**src/rtl/jts16_tile_rom_arb.sv**
```systemverilog
// Tile-ROM read arbiter: char and two scroll layers share one SDRAM slot.
// Char has fixed priority; the scroll layers alternate on ties.
module jts16_tile_rom_arb #(
  parameter int            AW        = 22,
  parameter logic [AW-1:0] CHAR_BASE = '0,
  parameter logic [AW-1:0] SCR_BASE  = AW'(22'h4000),
  parameter int            TIMEOUT   = 64
) (
  input  logic          clk,
  input  logic          rst_n,
  input  logic          char_cs,
  input  logic [13:0]   char_addr,
  output logic          char_ok,
  output logic [15:0]   char_data,
  input  logic          scr1_cs,
  input  logic [16:0]   scr1_addr,
  output logic          scr1_ok,
  output logic [15:0]   scr1_data,
  input  logic          scr2_cs,
  input  logic [16:0]   scr2_addr,
  output logic          scr2_ok,
  output logic [15:0]   scr2_data,
  output logic          sdram_req,
  output logic [AW-1:0] sdram_addr,
  input  logic          sdram_ack,
  input  logic          sdram_rdy,
  input  logic [15:0]   sdram_data,
  output logic          timeout_err
);

  localparam int CW = $clog2(TIMEOUT + 1);
  localparam logic [CW-1:0] TLAST = CW'(TIMEOUT - 1);

  typedef enum logic [1:0] {
    IDLE,
    REQ,
    WAIT
  } st_t;

  st_t           st;
  logic [2:0]    pend;
  logic [2:0]    okv;
  logic [2:0]    csd;
  logic [2:0]    win;
  logic          rr;
  logic [13:0]   char_last;
  logic [16:0]   scr1_last;
  logic [16:0]   scr2_last;
  logic [CW-1:0] cnt;

  logic [2:0]    cs_v;
  logic [2:0]    hit;
  logic [2:0]    set_v;
  logic [2:0]    gnt;
  logic [2:0]    pend_n;
  logic [2:0]    ok_n;
  logic [AW-1:0] gnt_addr;
  logic          acc;
  logic          acc_ok;
  logic          tmo;

  assign cs_v  = {scr2_cs, scr1_cs, char_cs};
  assign hit   = {scr2_addr == scr2_last,
                  scr1_addr == scr1_last,
                  char_addr == char_last};
  assign set_v = cs_v & (~csd | ~hit);

  assign acc    = (st == WAIT) && sdram_rdy;
  assign acc_ok = acc && |(win & cs_v & hit);
  assign tmo    = (st == WAIT) && !sdram_rdy
                  && (cnt == TLAST);

  assign char_ok = okv[0];
  assign scr1_ok = okv[1];
  assign scr2_ok = okv[2];

  // rr=1 means scr2 won last, so scr1 takes the next tie
  always_comb begin
    gnt[0] = pend[0];
    gnt[1] = !pend[0] && pend[1]
             && (!pend[2] || rr);
    gnt[2] = !pend[0] && pend[2]
             && (!pend[1] || !rr);
  end

  always_comb begin
    gnt_addr = '0;
    unique case (1'b1)
      gnt[0]:  gnt_addr = CHAR_BASE + AW'(char_addr);
      gnt[1]:  gnt_addr = SCR_BASE + AW'(scr1_addr);
      gnt[2]:  gnt_addr = SCR_BASE + AW'(scr2_addr);
      default: gnt_addr = '0;
    endcase
  end

  always_comb begin
    pend_n = (pend | set_v) & cs_v;
    ok_n   = okv & cs_v & ~set_v;
    if (st == IDLE)
      pend_n = pend_n & ~gnt;
    if (tmo)
      pend_n = pend_n | (win & cs_v);
    if (acc_ok)
      ok_n = ok_n | (win & cs_v & hit & ~set_v);
  end

  always_ff @(posedge clk or negedge rst_n) begin
    if (!rst_n) begin
      st          <= IDLE;
      pend        <= '0;
      okv         <= '0;
      csd         <= '0;
      win         <= '0;
      rr          <= 1'b1;
      char_last   <= '0;
      scr1_last   <= '0;
      scr2_last   <= '0;
      cnt         <= '0;
      char_data   <= '0;
      scr1_data   <= '0;
      scr2_data   <= '0;
      sdram_req   <= 1'b0;
      sdram_addr  <= '0;
      timeout_err <= 1'b0;
    end else begin
      pend <= pend_n;
      okv  <= ok_n;
      csd  <= cs_v;
      if (acc_ok) begin
        if (win[0]) char_data <= sdram_data;
        if (win[1]) scr1_data <= sdram_data;
        if (win[2]) scr2_data <= sdram_data;
      end
      unique case (st)
        IDLE: begin
          if (|gnt) begin
            st         <= REQ;
            win        <= gnt;
            sdram_req  <= 1'b1;
            sdram_addr <= gnt_addr;
            if (gnt[0]) char_last <= char_addr;
            if (gnt[1]) begin
              scr1_last <= scr1_addr;
              rr        <= 1'b0;
            end
            if (gnt[2]) begin
              scr2_last <= scr2_addr;
              rr        <= 1'b1;
            end
          end
        end
        REQ: begin
          if (sdram_ack) begin
            sdram_req <= 1'b0;
            st        <= WAIT;
            cnt       <= '0;
          end
        end
        WAIT: begin
          if (sdram_rdy) begin
            st <= IDLE;
          end else if (cnt == TLAST) begin
            st          <= IDLE;
            timeout_err <= 1'b1;
          end else begin
            cnt <= cnt + 1'b1;
          end
        end
        default: st <= IDLE;
      endcase
    end
  end

endmodule
```
**config.mk**
```make
export PLATFORM = sky130hd
export DESIGN_NAME = jts16_tile_rom_arb
export DESIGN_NICKNAME = d
export VERILOG_FILES = /design/src/rtl/jts16_tile_rom_arb.sv
export SDC_FILE = /design/constraint.sdc
export NUM_CORES = 1
export LEC_CHECK = 0
export BUFFER_PORTS_ARGS = -buffer_cell sky130_fd_sc_hd__buf_2
export CAP_MARGIN = 15
export CORE_UTILIZATION = 58
export DETAILED_ROUTE_END_ITERATION = 7
export PLACE_DENSITY = 0.82
export SLEW_MARGIN = 20
export SYNTH_ARGS = -nofsm -noshare
export SYNTH_HDL_FRONTEND = slang
export SYNTH_SLANG_ARGS = --single-unit
```
**constraint.sdc**
```tcl
create_clock -name clk -period 5.9 [get_ports clk]
set_clock_uncertainty 0.05 [all_clocks]
set_input_delay 0.295 -clock clk [delete_from_list [all_inputs] [get_ports clk]]
set_output_delay 0.295 -clock clk [all_outputs]
set_load 0.02 [all_outputs]
```
Word-level counts from Yosys, hierarchy flattened. Cells that the tools add are included.

Bits in registers: 142. Output and inout bits: 75. Bits of input ports: 71. Word-level logic and storage cells: 98.

Bitwise logic cells: 17. Add/subtract/negate cells: 3. Reduce and logical (&&, ||, !) cells: 33. Multiplexer cells: 18. Equality and inequality tests: 11.

Operators with widths (count): 18-bit case mux with 3 select lines (1); 15-bit by 17-bit adder with 18-bit output (first input constant) (2); 17-bit equality test (2); 3-bit AND (8); 7-bit two-way mux (3); 3-bit AND reduction (7); 14-bit equality test (1); 7-bit case mux with 2 select lines (1); 3-bit inverter (4); 3-bit OR (4); 3-bit two-way mux (3); 1-bit logical AND (8); 2-bit two-way mux (4); 2-bit AND reduction (4); 7-bit by 1-bit adder with 7-bit output (second input constant) (1); 7-bit by 6-bit equality test with 1-bit output (second input constant) (1); 2-bit != test (second input constant) (3); 2-bit case mux with 3 select lines (1); 2-bit nonzero test (3); 3-bit OR reduction (2); 1-bit zero test (5); 1-bit two-way mux (4); 4-bit AND reduction (1); 3-bit by 2-bit != test with 1-bit output (second input constant) (1); 7 further kinds (8).

Depth between registers and ports, before layout.
Word-level depth: 10. Depth in mapped cells: 8. Depth with buffers taken out: 7.

Worst setup path before layout. OpenSTA, ideal clock, no wires.

Path kind: reg-to-reg. Start: register char_last[4]. End: register scr1_data[10]. Cell stages (with the launch flop): 8. Path slack: 3.776 ns. Period minus slack after synthesis: 2.124 ns. Required time: 5.725 ns. Path buffers: 1. Arrival time: 1.949 ns. Path through: dfrtp_1 -> xor2_1 -> nor4_1 -> and3_1 -> nand4_1 -> o221ai_2 -> buf_6 -> mux2_2.

Word-level cells in the longest chain between the ends: 5.

RTL lines: from (decl) (line 46) `logic [13:0] char_last;`; from (signal assigned) (line 141) `if (gnt[0]) char_last <= char_addr;`; 14-bit equality test (line 65) `char_addr == char_last};`; 3-bit AND (line 69) `assign acc_ok = acc && |(win & cs_v & hit);`; 3-bit OR reduction (line 69); 1-bit logical AND (line 69); 2-bit AND reduction (no source line); to (signal assigned) (line 131) `if (win[1]) scr1_data <= sdram_data;`; to (decl) (line 18) `output logic [15:0] scr1_data,`.

Every way passes these cells. A chain may end at the register's enable or synchronous reset.

Worst setup path after layout.
Start: input char_addr[10]. End: register scr2_data[13].

Word-level cells in the longest chain between the ends: 5.

RTL lines: from (decl) (line 12) `input logic [13:0] char_addr,`; 14-bit equality test (line 65); 3-bit AND (line 69); 3-bit OR reduction (line 69); 1-bit logical AND (line 69); 2-bit AND reduction (no source line); to (signal assigned) (line 132) `if (win[2]) scr2_data <= sdram_data;`; to (decl) (line 22) `output logic [15:0] scr2_data,`.

Every way passes these cells.

==> out/qor.txt <==
TIMING
-----------------------------------------------------------------------------------------------
Setup repair after global routing missed its margin                                          no
Ratio of final minimum period to clock period                                             52.3%
Accumulated negative setup slack                                                           0 ps
Shortest period the worst path allows                                                   3090 ps
Worst slew pin tran                                                                     1090 ps
Final Hold Violating Endpoints                                                                0
PnR worst setup slack                                                                   2810 ps
Upper clock frequency limit                                                           0.324 GHz
Setup violations, final                                                                       0
Pins Over Slew Limit                                                                          0
Headroom to the max-slew limit                                                            27.1%

CRITICAL PATH
-----------------------------------------------------------------------------------------------
Cell depth of the worst flop-to-flop path                                                     3
CP Class                                                                              in -> reg
Worst r2r src                                                                           pend[0]
Kind of end point of the critical path                                                flip-flop
Endpoint of the worst-slack reg-to-reg timing path                                 scr2_last[4]
Worst R2R Setup Slack                                                                   2820 ps
Maximum fanout count along the critical path                                                 16
CP startpoint kind                                                                    input pin
CP Data Arrival Time                                                                    3440 ps
Data required time at the worst endpoint                                                6260 ps

FLOORPLANNING
-----------------------------------------------------------------------------------------------
Starting density of the core                                                              59.6%
Number of top-level pins                                                                    146
X dimension of the die                                                                   105 µm
Die footprint                                                                         11000 µm²
Overall die height                                                                       105 µm
Count of standard-cell rows                                                                  37
Core area                                                                             10300 µm²

FINAL LAYOUT
-----------------------------------------------------------------------------------------------
Antenna fix cells                                                                             0
Net total in the final layout                                                               735
Share of final-layout standard cells stronger than drive strength 1                       40.4%
Area added between synthesis and finish                                                   30.1%
Final-layout fill cell count                                                                648

HOLD PATH
-----------------------------------------------------------------------------------------------
Worst Min Path Start                                                               scr2_addr[11]
Count of cells along the worst hold path                                                      2
Kind of path behind the tightest hold check                                           in -> reg
Endpoint of the worst hold path                                                    scr2_last[11]

GLOBAL ROUTING
-----------------------------------------------------------------------------------------------
Global-route wire length before repair                                                  25.1 mm
Gr ovfl total                                                                                 0
Pin count of the biggest net entering global routing                                         90
Antenna violations before repair                                                              0
Total global-route track usage                                                            30.7%
Vias in the first global route                                                             4912

PLACE
-----------------------------------------------------------------------------------------------
Detail Placement HPWL                                                                   10.4 mm
Total of buffers placed on input and output ports                                           141
Setup slack after placement                                                             2850 ps
Final weighted congestion of routability-driven global placement                          0.879

CTS
-----------------------------------------------------------------------------------------------
Post-CTS Setup Repair Bufs                                                                    0
CTS resizes                                                                                   0
Number of clock buffers inserted by TritonCTS                                                17
Master cell of the clock root buffer                                                   clkbuf_8
Sink Count                                                                                  138
Clock insertion delay at the later pin of the skew report                                530 ps
Max Root-Sink Buffers                                                                         2
Clock input transition at the sequential cells of the worst setup and hold paths          60 ps
Clock tree from TritonCTS                                                                 built
CTS H-tree depth                                                                              4

SYNTHESIS
-----------------------------------------------------------------------------------------------
Yosys reg bits                                                                              138
Main flop type after synthesis                                                          dfrtp_1
Sequential element share of the synthesized area                                          56.4%
Number of synthesis warnings                                                                  0
Unique cell type count in the Yosys netlist                                                  44
Async set or reset register ratio after synthesis                                          100%
Cell Area, Synth                                                                       6130 µm²
EDFF count, synth                                                                             0
Syn Inst Count                                                                              478
Post-synthesis average cell area                                                       12.8 µm²

ROUTING
-----------------------------------------------------------------------------------------------
Via-to-Cell Ratio                                                                          5.82
Detailed-route DRC error count                                                                0
Pre-antenna DRT Iters                                                                         8
Routed length per placed instance                                                       19.6 µm
Initial detailed-routing violation count                                                    449
Wire length reported by the detailed router                                             15.9 mm
Remaining antenna violation count                                                             0
Count of vias placed by the detailed router                                                4722

POWER
-----------------------------------------------------------------------------------------------
Power density over the cells                                                         439 nW/µm²
Reported leakage power                                                                  3.87 nW
Final Total Pwr                                                                         3.50 mW
Worst vdd rail ir drop                                                                 0.305 mV

JOB
-----------------------------------------------------------------------------------------------
Total of max-cap violations                                                                   0

STATUS
-----------------------------------------------------------------------------------------------
Outcome                                                                            finished clean

==> synthesized netlist by cell type (2+ instances only) <==
library cell | number | area, µm²
dfrtp_1 | 137 | 3430
xor2_1 | 12 | 105
a21boi_0 | 3 | 22.5
o22ai_1 | 2 | 12.5
nand3_1 | 14 | 70.1
a21oi_1 | 15 | 75.1
nor4_1 | 2 | 12.5
nor2_1 | 31 | 116
mux2_4 | 10 | 150
inv_1 | 12 | 45.0
buf_6 | 3 | 33.8
a222oi_1 | 14 | 140
and3b_1 | 2 | 17.5
nand2_1 | 25 | 93.8
xnor2_1 | 37 | 324
o21ai_0 | 16 | 80.1
buf_4 | 4 | 30.0
clkbuf_1 | 12 | 45.0
ha_1 | 2 | 25.0
nand3b_1 | 2 | 15.0
a22oi_1 | 2 | 15.0
nor3b_1 | 2 | 15.0
o221ai_2 | 2 | 30.0
nand4_1 | 13 | 81.3
and3_1 | 2 | 12.5
mux2_2 | 84 | 946
==> worst max-delay path by stage <==
stage,from,end,slack (ps),cells after the start
final,char_addr[10],scr2_data[13],2810,8
after global routing,char_addr[9],scr2_data[13],2740,8
after CTS,pend[0],sdram_addr[17],2820,4
after detailed placement,pend[0],sdram_addr[17],2850,4
after global placement,pend[0],scr2_last[13],2590,3
after floorplan,char_last[4],scr1_data[10],3780,7
==> kinds of logic (layout without fill, tap and decap cells) <==
group | Yosys count | after routing | share of synthesized area, %
multiplexers | 95 | 95 | 18.1
other | 1 | 4 | 0.0612
flip-flops | 138 | 138 | 56.4
AND/OR/NAND/NOR | 98 | 98 | 7.92
adder cells (fa/ha/maj) | 2 | 2 | 0.408
buffers and inverters | 33 | 227 | 2.82
AO/OA/AOI/OAI | 62 | 62 | 7.33
XOR/XNOR | 49 | 49 | 7.01
==> what timing repair did <==
item                                    in CTS  in global routing
hold buffers                                41                  0
endpoints found under the hold margin      126                  0
endpoints found under the setup margin       0                  0
==> metal layers <==
layer  vias up  global-route usage (%)  part of all wire, %
met5         -                       0                    0
met4         0                    16.7                  4.1
met3        59                    6.24                  6.4
met2       251                    50.1                   50
met1      2337                    38.6                   39
li1       2075                       -                    -
==> layout make-up <==
type / instances / area, µm² / area share [%]
inverter: 12 / 45.0 / 0.565
sequential: 138 / 3450 / 43.3
timing repair buffer: 183 / 1130 / 14.2
clock buffer: 27 / 522 / 6.54
tap: 136 / 170 / 2.13
clock inverter: 5 / 128 / 1.60
multi-input combinational: 310 / 2520 / 31.6
==> sequential cells by signal, summed over array words and instances (netlist names) <==
register	cells
rr	1
scr1_last	17
sdram_req	1
csd	3
sdram_addr	18
scr2_data	16
char_data	16
st	2
scr1_data	16
char_last	14
scr2_last	17
okv	3
win	3
pend	3
timeout_err	1
cnt	7
==> power by group <==
part / internal (mW) / leakage (nW) / switching, mW
Clock: 0.767 / 0.315 / 0.382
Sequential: 1.21 / 1.75 / 0.203
Combinational: 0.437 / 1.81 / 0.498
==> cell usage in the layout, fill, tap and decap left out, types with 12 or more instances in the layout <==
| cell type | netlist | final |
|---|---|---|
| buf_2 | 0 | 140 |
| dfrtp_1 | 137 | 137 |
| mux2_2 | 84 | 84 |
| dlygate4sd3_1 | 0 | 41 |
| xnor2_1 | 37 | 37 |
| nor2_1 | 31 | 31 |
| nand2_1 | 25 | 24 |
| o21ai_0 | 16 | 16 |
| clkbuf_16 | 0 | 16 |
| a21oi_1 | 15 | 15 |
| nand3_1 | 14 | 14 |
| a222oi_1 | 14 | 14 |
| nand4_1 | 13 | 13 |
| inv_1 | 12 | 12 |
| xor2_1 | 12 | 12 |
==> through the flow <==
stage | util (%) | instance area [µm²] | std cells | hold WS, ps
floorplan | - | 6140 | 481 | -50.6
global placement | 67.1 | 6900 | 738 | 204
detailed placement | 67.2 | 6910 | 738 | 209
CTS | 77.5 | 7970 | 811 | 1.02
global route | 77.6 | 7970 | 811 | 5.19
finish | 77.6 | 7970 | 811 | 22.1
==> critical path: stages <==
cell and delay (ps):
dlygate4sd3_1 550, buf_2 150, xnor2_1 220, nand4_1 120, nor4_1 440, nand4_1 320
o221ai_2 880, mux2_2 450
No activity file was read; power rests on OpenSTA's default activity.
